File: src/rtl/coprosit_alu_ctrl.sv
// Coprosit ALU issue/result controller: drives the compare/min/max ALU and
// returns its results in order to the host over a valid/ready interface.

package prau_pkg;
  localparam int POSLEN = 32;

  typedef enum logic [3:0] {
    NONE = 4'd0,
    PADD = 4'd1,
    PSUB = 4'd2,
    PMUL = 4'd3,
    PDIV = 4'd4,
    PEQ  = 4'd5,
    PLT  = 4'd6,
    PLE  = 4'd7,
    PMIN = 4'd8,
    PMAX = 4'd9
  } prau_op_e;
endpackage

module coprosit_alu_ctrl
  import prau_pkg::*;
#(
  parameter int XLEN       = 64,
  parameter int ID_WIDTH   = 4,
  parameter int RD_WIDTH   = 5,
  parameter int FIFO_DEPTH = 2
) (
  input  logic                clk_i,
  input  logic                rst_ni,
  input  logic                flush_i,
  input  logic                issue_valid_i,
  output logic                issue_ready_o,
  input  logic [POSLEN-1:0]   issue_operand_a_i,
  input  logic [POSLEN-1:0]   issue_operand_b_i,
  input  prau_op_e            issue_operator_i,
  input  logic [ID_WIDTH-1:0] issue_id_i,
  input  logic [RD_WIDTH-1:0] issue_rd_i,
  output logic [POSLEN-1:0]   alu_operand_a_o,
  output logic [POSLEN-1:0]   alu_operand_b_o,
  output prau_op_e            alu_operator_o,
  output logic                alu_input_hs_o,
  output logic                alu_output_hs_o,
  input  logic [XLEN-1:0]     alu_result_i,
  output logic                result_valid_o,
  input  logic                result_ready_i,
  output logic [XLEN-1:0]     result_data_o,
  output logic [ID_WIDTH-1:0] result_id_o,
  output logic [RD_WIDTH-1:0] result_rd_o
);

  localparam int PTR_W = (FIFO_DEPTH > 1) ? $clog2(FIFO_DEPTH) : 1;
  localparam int CNT_W = $clog2(FIFO_DEPTH) + 2;
  localparam logic [PTR_W-1:0] LAST_PTR = PTR_W'(FIFO_DEPTH - 1);
  localparam logic [CNT_W-1:0] DEPTH_C  = CNT_W'(FIFO_DEPTH);

  logic                exec_q, exec_d;
  logic [ID_WIDTH-1:0] id_q, id_d;
  logic [RD_WIDTH-1:0] rd_q, rd_d;
  logic [PTR_W-1:0]    wr_ptr_q, wr_ptr_d;
  logic [PTR_W-1:0]    rd_ptr_q, rd_ptr_d;
  logic [CNT_W-1:0]    count_q, count_d;

  logic [XLEN-1:0]     data_mem [FIFO_DEPTH];
  logic [ID_WIDTH-1:0] id_mem   [FIFO_DEPTH];
  logic [RD_WIDTH-1:0] rd_mem   [FIFO_DEPTH];

  logic                fire, pop, push;
  logic [CNT_W-1:0]    occupancy;

  // NOTE: every signal gets a default at the top of always_comb so no path
  // leaves one unassigned, which would otherwise infer a latch.
  always_comb begin
    result_valid_o = (count_q != '0);
    pop            = result_valid_o & result_ready_i;
    push           = exec_q & ~flush_i;

    // Counting the in-flight op reserves its slot, so a capture can never overflow.
    occupancy      = count_q + CNT_W'(exec_q) - CNT_W'(pop);
    // rst_ni gating keeps the handshake and strobes quiet while held in reset.
    issue_ready_o  = rst_ni & ~flush_i & (occupancy < DEPTH_C);
    fire           = issue_valid_i & issue_ready_o;

    alu_input_hs_o  = fire;
    alu_output_hs_o = exec_q & ~fire;
    alu_operand_a_o = fire ? issue_operand_a_i : '0;
    alu_operand_b_o = fire ? issue_operand_b_i : '0;
    alu_operator_o  = fire ? issue_operator_i  : NONE;

    result_data_o = result_valid_o ? data_mem[rd_ptr_q] : '0;
    result_id_o   = result_valid_o ? id_mem[rd_ptr_q]   : '0;
    result_rd_o   = result_valid_o ? rd_mem[rd_ptr_q]   : '0;

    exec_d   = fire;
    id_d     = fire ? issue_id_i : id_q;
    rd_d     = fire ? issue_rd_i : rd_q;
    wr_ptr_d = wr_ptr_q;
    rd_ptr_d = rd_ptr_q;
    count_d  = count_q;

    if (flush_i) begin
      wr_ptr_d = '0;
      rd_ptr_d = '0;
      count_d  = '0;
    end else begin
      if (push) wr_ptr_d = (wr_ptr_q == LAST_PTR) ? '0 : wr_ptr_q + PTR_W'(1);
      if (pop)  rd_ptr_d = (rd_ptr_q == LAST_PTR) ? '0 : rd_ptr_q + PTR_W'(1);
      count_d = count_q + CNT_W'(push) - CNT_W'(pop);
    end
  end

  // NOTE: sequential state uses non-blocking assignments so every flop samples
  // the pre-edge value regardless of block ordering.
  always_ff @(posedge clk_i or negedge rst_ni) begin
    if (!rst_ni) begin
      exec_q   <= 1'b0;
      id_q     <= '0;
      rd_q     <= '0;
      wr_ptr_q <= '0;
      rd_ptr_q <= '0;
      count_q  <= '0;
    end else begin
      exec_q   <= exec_d;
      id_q     <= id_d;
      rd_q     <= rd_d;
      wr_ptr_q <= wr_ptr_d;
      rd_ptr_q <= rd_ptr_d;
      count_q  <= count_d;
    end
  end

  // NOTE: storage is deliberately not reset; entries are only observable when
  // count_q covers them, and the outputs are forced to 0 otherwise.
  always_ff @(posedge clk_i) begin
    if (push) begin
      data_mem[wr_ptr_q] <= alu_result_i;
      id_mem[wr_ptr_q]   <= id_q;
      rd_mem[wr_ptr_q]   <= rd_q;
    end
  end

endmodule

File: config.mk
export PLATFORM = sky130hd
export DESIGN_NAME = coprosit_alu_ctrl
export DESIGN_NICKNAME = d
export VERILOG_FILES = /design/src/rtl/coprosit_alu_ctrl.sv
export SDC_FILE = /design/constraint.sdc
export NUM_CORES = 1
export LEC_CHECK = 0
export ABC_AREA = 1
export ABC_CLOCK_PERIOD_IN_PS = 6900
export BUFFER_PORTS_ARGS = -buffer_cell sky130_fd_sc_hd__buf_4
export CAP_MARGIN = 10
export CORE_ASPECT_RATIO = 0.75
export CORE_MARGIN = 5
export CORE_UTILIZATION = 30
export CTS_BUF_LIST = sky130_fd_sc_hd__clkbuf_8
export CTS_CLUSTER_DIAMETER = 120
export DETAILED_ROUTE_END_ITERATION = 10
export PLACE_DENSITY = 0.63
export SLEW_MARGIN = 20
export SYNTH_ARGS = -nofsm -noshare
export SYNTH_HDL_FRONTEND = slang
export SYNTH_SLANG_ARGS = --single-unit
File: constraint.sdc
create_clock -name clk_i -period 6.9 [get_ports clk_i]
set_clock_uncertainty 0.15 [all_clocks]
set_input_delay 0.345 -clock clk_i [delete_from_list [all_inputs] [get_ports clk_i]]
set_output_delay 0.345 -clock clk_i [all_outputs]
set_load 0.01 [all_outputs]
==> impl_results.md <==
* Port bufs at 290
* Initial DRC count at 219
* Synth warn at 0
* Mapped Cells at 768
* Worst Path Required at 6400 ps
* Slowest CP cell: nand3_4
* Slew Limit Fails at 0
* Finished Cell Area at 10740 um2
* Reg clk slew, reported paths at 90 ps
* R2R Path Start: count_q[1]
* Total CTS buffers at 17
* RR Endpoint: rd_q[1]
* Commonest cells after routing, fill and taps aside: nand2_1 (319), buf_4 (294), inv_1 (149)
* Final worst slack at 2128 ps
* H-Tree Depth at 4
* Hold crit path type: in2reg
* Hpwl dp at 13910 um
* Sw Share at 38.12%
* Overflow after GRT at 0
* Final wirelength at 20320 um
* Hold Buf Count CTS at 70
* Share of cells above drive strength 1 at 30.50%
* Power share of the combinational group at 45.0%
* Critical path capture point type: primary output
* DRC violations left at 0
* TritonCTS clock tree: done
* Hold path depth at 3
* Fin Hold WS at 33.16 ps
* Leak Pwr at 5.557 nW
* Post-Synthesis Cell Area at 7199 um2
* Post-cts sizing count at 0
* Critical Path Start: count_q[1]
* Gpl congestion at 0.8588
* Netlist cell types at 23
* Pwr per Cell Area at 308.7 nW/um2
* Number of fill cells at 2283
* Met1 Usage GRT at 16.91%
* Post-CTS Setup Inserts at 0
* Maximum number of pins on one net before global-route repair at 80
* Minimum clock period at 4772 ps
* GRT Overall Usage at 15.07%
* Peak supply drop at 205.5 uV
* GRT met2 Usage at 28.25%
* First-pass GRT wire length at 31870 um
* Syn Nets at 917
* Post-synthesis sequential area ratio at 66.11%
* Pint at 2.051 mW
* Tightest Pin Transition at 1042 ps
* Synth top area share at 60.90%
* P_sw at 1.263 mW
* Share of power burned in registers at 35.6%
* Critical hold path startpoint: issue_id_i[3]
* Hold EP: id_q[3]
* Core box area at 23790 um2
* Fin. Hold Viols at 0
* Vias at 5948
* I/O pins at 291
* Final period util at 69.16%
* Vias in the first global route at 6153
* GRT met3 Usage at 4.319%
* Nets at 1267
* Site row count at 49
* Most common cell after layout, fill and taps aside: nand2_1
* DP Worst Slack at 2516 ps
* Die H at 144.2 um
* Clock Power Share at 19.4%
* Total clock sinks at 161
* Setup CP Type: reg2out
* Fmax achieved at 209.6 MHz
* Syn-to-layout area delta at 49.13%
* Die width at 188.9 um
* Reg2Reg Setup Slack at 2990 ps
* Clock latency on the worst-skew pair at 440 ps
* Maximum buffer depth of the clock tree at 2
* CP peak stage delay at 670 ps
* Die area at 27230 um2
* RSZ-0062 raised after global routing: no
* Startpoint types: register
* Status: completed
* Detailed-router iteration count before antenna repair at 4
* Max-cap violations at 0
* Placed cell area at 9672 um2
* Initial antenna violation count at 0
* Synth top area cells: edfxtp_1 (61%), nand2_1 (17%), inv_1 (7.8%)
* Initial Util at 30.27%
* Flops & latches, synth at 161
* Post-layout util at 45.13%
* # setup viols final at 0
* Setup TNS Final at 0 ps
* Normalized max-slew margin at 30.54%
* DR vias/cell at 4.139
* Synthesized area per cell at 9.374 um2
* Crit-path cells: inv_2 -> nand3_4 -> nand2_1 -> nor2_1 -> o21ai_0 -> fa_1 -> nand3_1 -> inv_2 -> nand3_4 -> nor2_1 -> buf_4
* WP data arrival at 4280 ps
* Worst Path Max Fanout at 79
* Synth area leader: edfxtp_1
* GRT busiest layer: met2
* # diodes at 0
* FF-to-FF path depth at 11
* Clk root buf: clkbuf_8
* Routed Antenna Nets at 0
* Wire per inst at 14.14 um
[routing by layer]
layer | vias to the layer above | wire length [um]
met1 | 2696 | 8023
met5 | - | 0
li1 | 3023 | -
met2 | 210 | 10610
met4 | 0 | 290
met3 | 19 | 1393
[through the flow]
step / power, mW / instances
final: 3.314 / 1437
after global routing: 3.579 / 1437
after CTS: 3.375 / 1437
after detailed placement: 2.688 / 1335
after global placement: 2.676 / 1335
after floorplan: 1.976 / 768
[synth_stat cells]
cell / instances
nand3_2: 2
nor2_2: 9
o22ai_1: 1
buf_1: 9
o21ai_0: 2
a21boi_0: 1
a21oi_1: 3
buf_2: 6
fa_1: 2
nand4_1: 9
nand3_4: 1
nand2_4: 1
inv_2: 3
buf_6: 2
edfxtp_1: 146
nor3_1: 1
inv_1: 150
ha_1: 1
dfrtp_1: 15
nor2_1: 65
clkbuf_1: 16
nand2_1: 319
nand3_1: 4
[layout make-up]
class / instances / area (um2) / share of cell area, %
Clock buffer: 17 / 234.0 / 2.179
Clock inverter: 15 / 130.1 / 1.212
Inverter: 153 / 574.3 / 5.349
Multi-Input combinational cell: 421 / 1747 / 16.27
Sequential cell: 161 / 4761 / 44.34
Tap cell: 306 / 382.9 / 3.566
Timing Repair Buffer: 364 / 2908 / 27.08
[kinds of logic after synthesis]
| group | share of synthesized area [%] |
|---|---|
| buffers and inverters | 10.01 |
| AND/OR/NAND/NOR | 22.61 |
| AO/OA/AOI/OAI | 0.5388 |
| flip-flops | 66.11 |
| adder cells (fa/ha/maj) | 0.7299 |
[worst max-delay path by stage]
stage,cells after the start,slack [ps],endpoint
floorplan,3,2690,data_mem[0][0]
global placement,10,2610,alu_input_hs_o
detailed placement,11,2520,alu_input_hs_o
CTS,11,1990,alu_input_hs_o
global route,11,1590,alu_operand_b_o[24]
finish,11,2130,alu_operand_b_o[11]
[power groups by stage]
stage | logic (mW) | clock network [mW] | registers [mW]
after floorplan | 0.783 | 0 | 1.19
after CTS | 1.52 | 0.674 | 1.18
after global routing | 1.68 | 0.716 | 1.19
final | 1.49 | 0.644 | 1.18
after detailed placement | 1.49 | 0 | 1.20
after global placement | 1.48 | 0 | 1.20
[state kept, by name (all words and copies together), names as in the netlist]
signal / count
exec_q: 1
wr_ptr_q: 1
id_mem: 8
count_q: 3
rd_q: 5
rd_mem: 10
data_mem: 128
id_q: 4
rd_ptr_q: 1
[critical path, delay by kind of cell (launching register included)]
kind	cells	cell delay (ps)
AO/OA/AOI/OAI	1	130
adder cells (fa/ha/maj)	1	510
buffers and inverters	3	470
flip-flops	1	440
AND/OR/NAND/NOR	6	2250
Power figures use the tool's default switching activity.
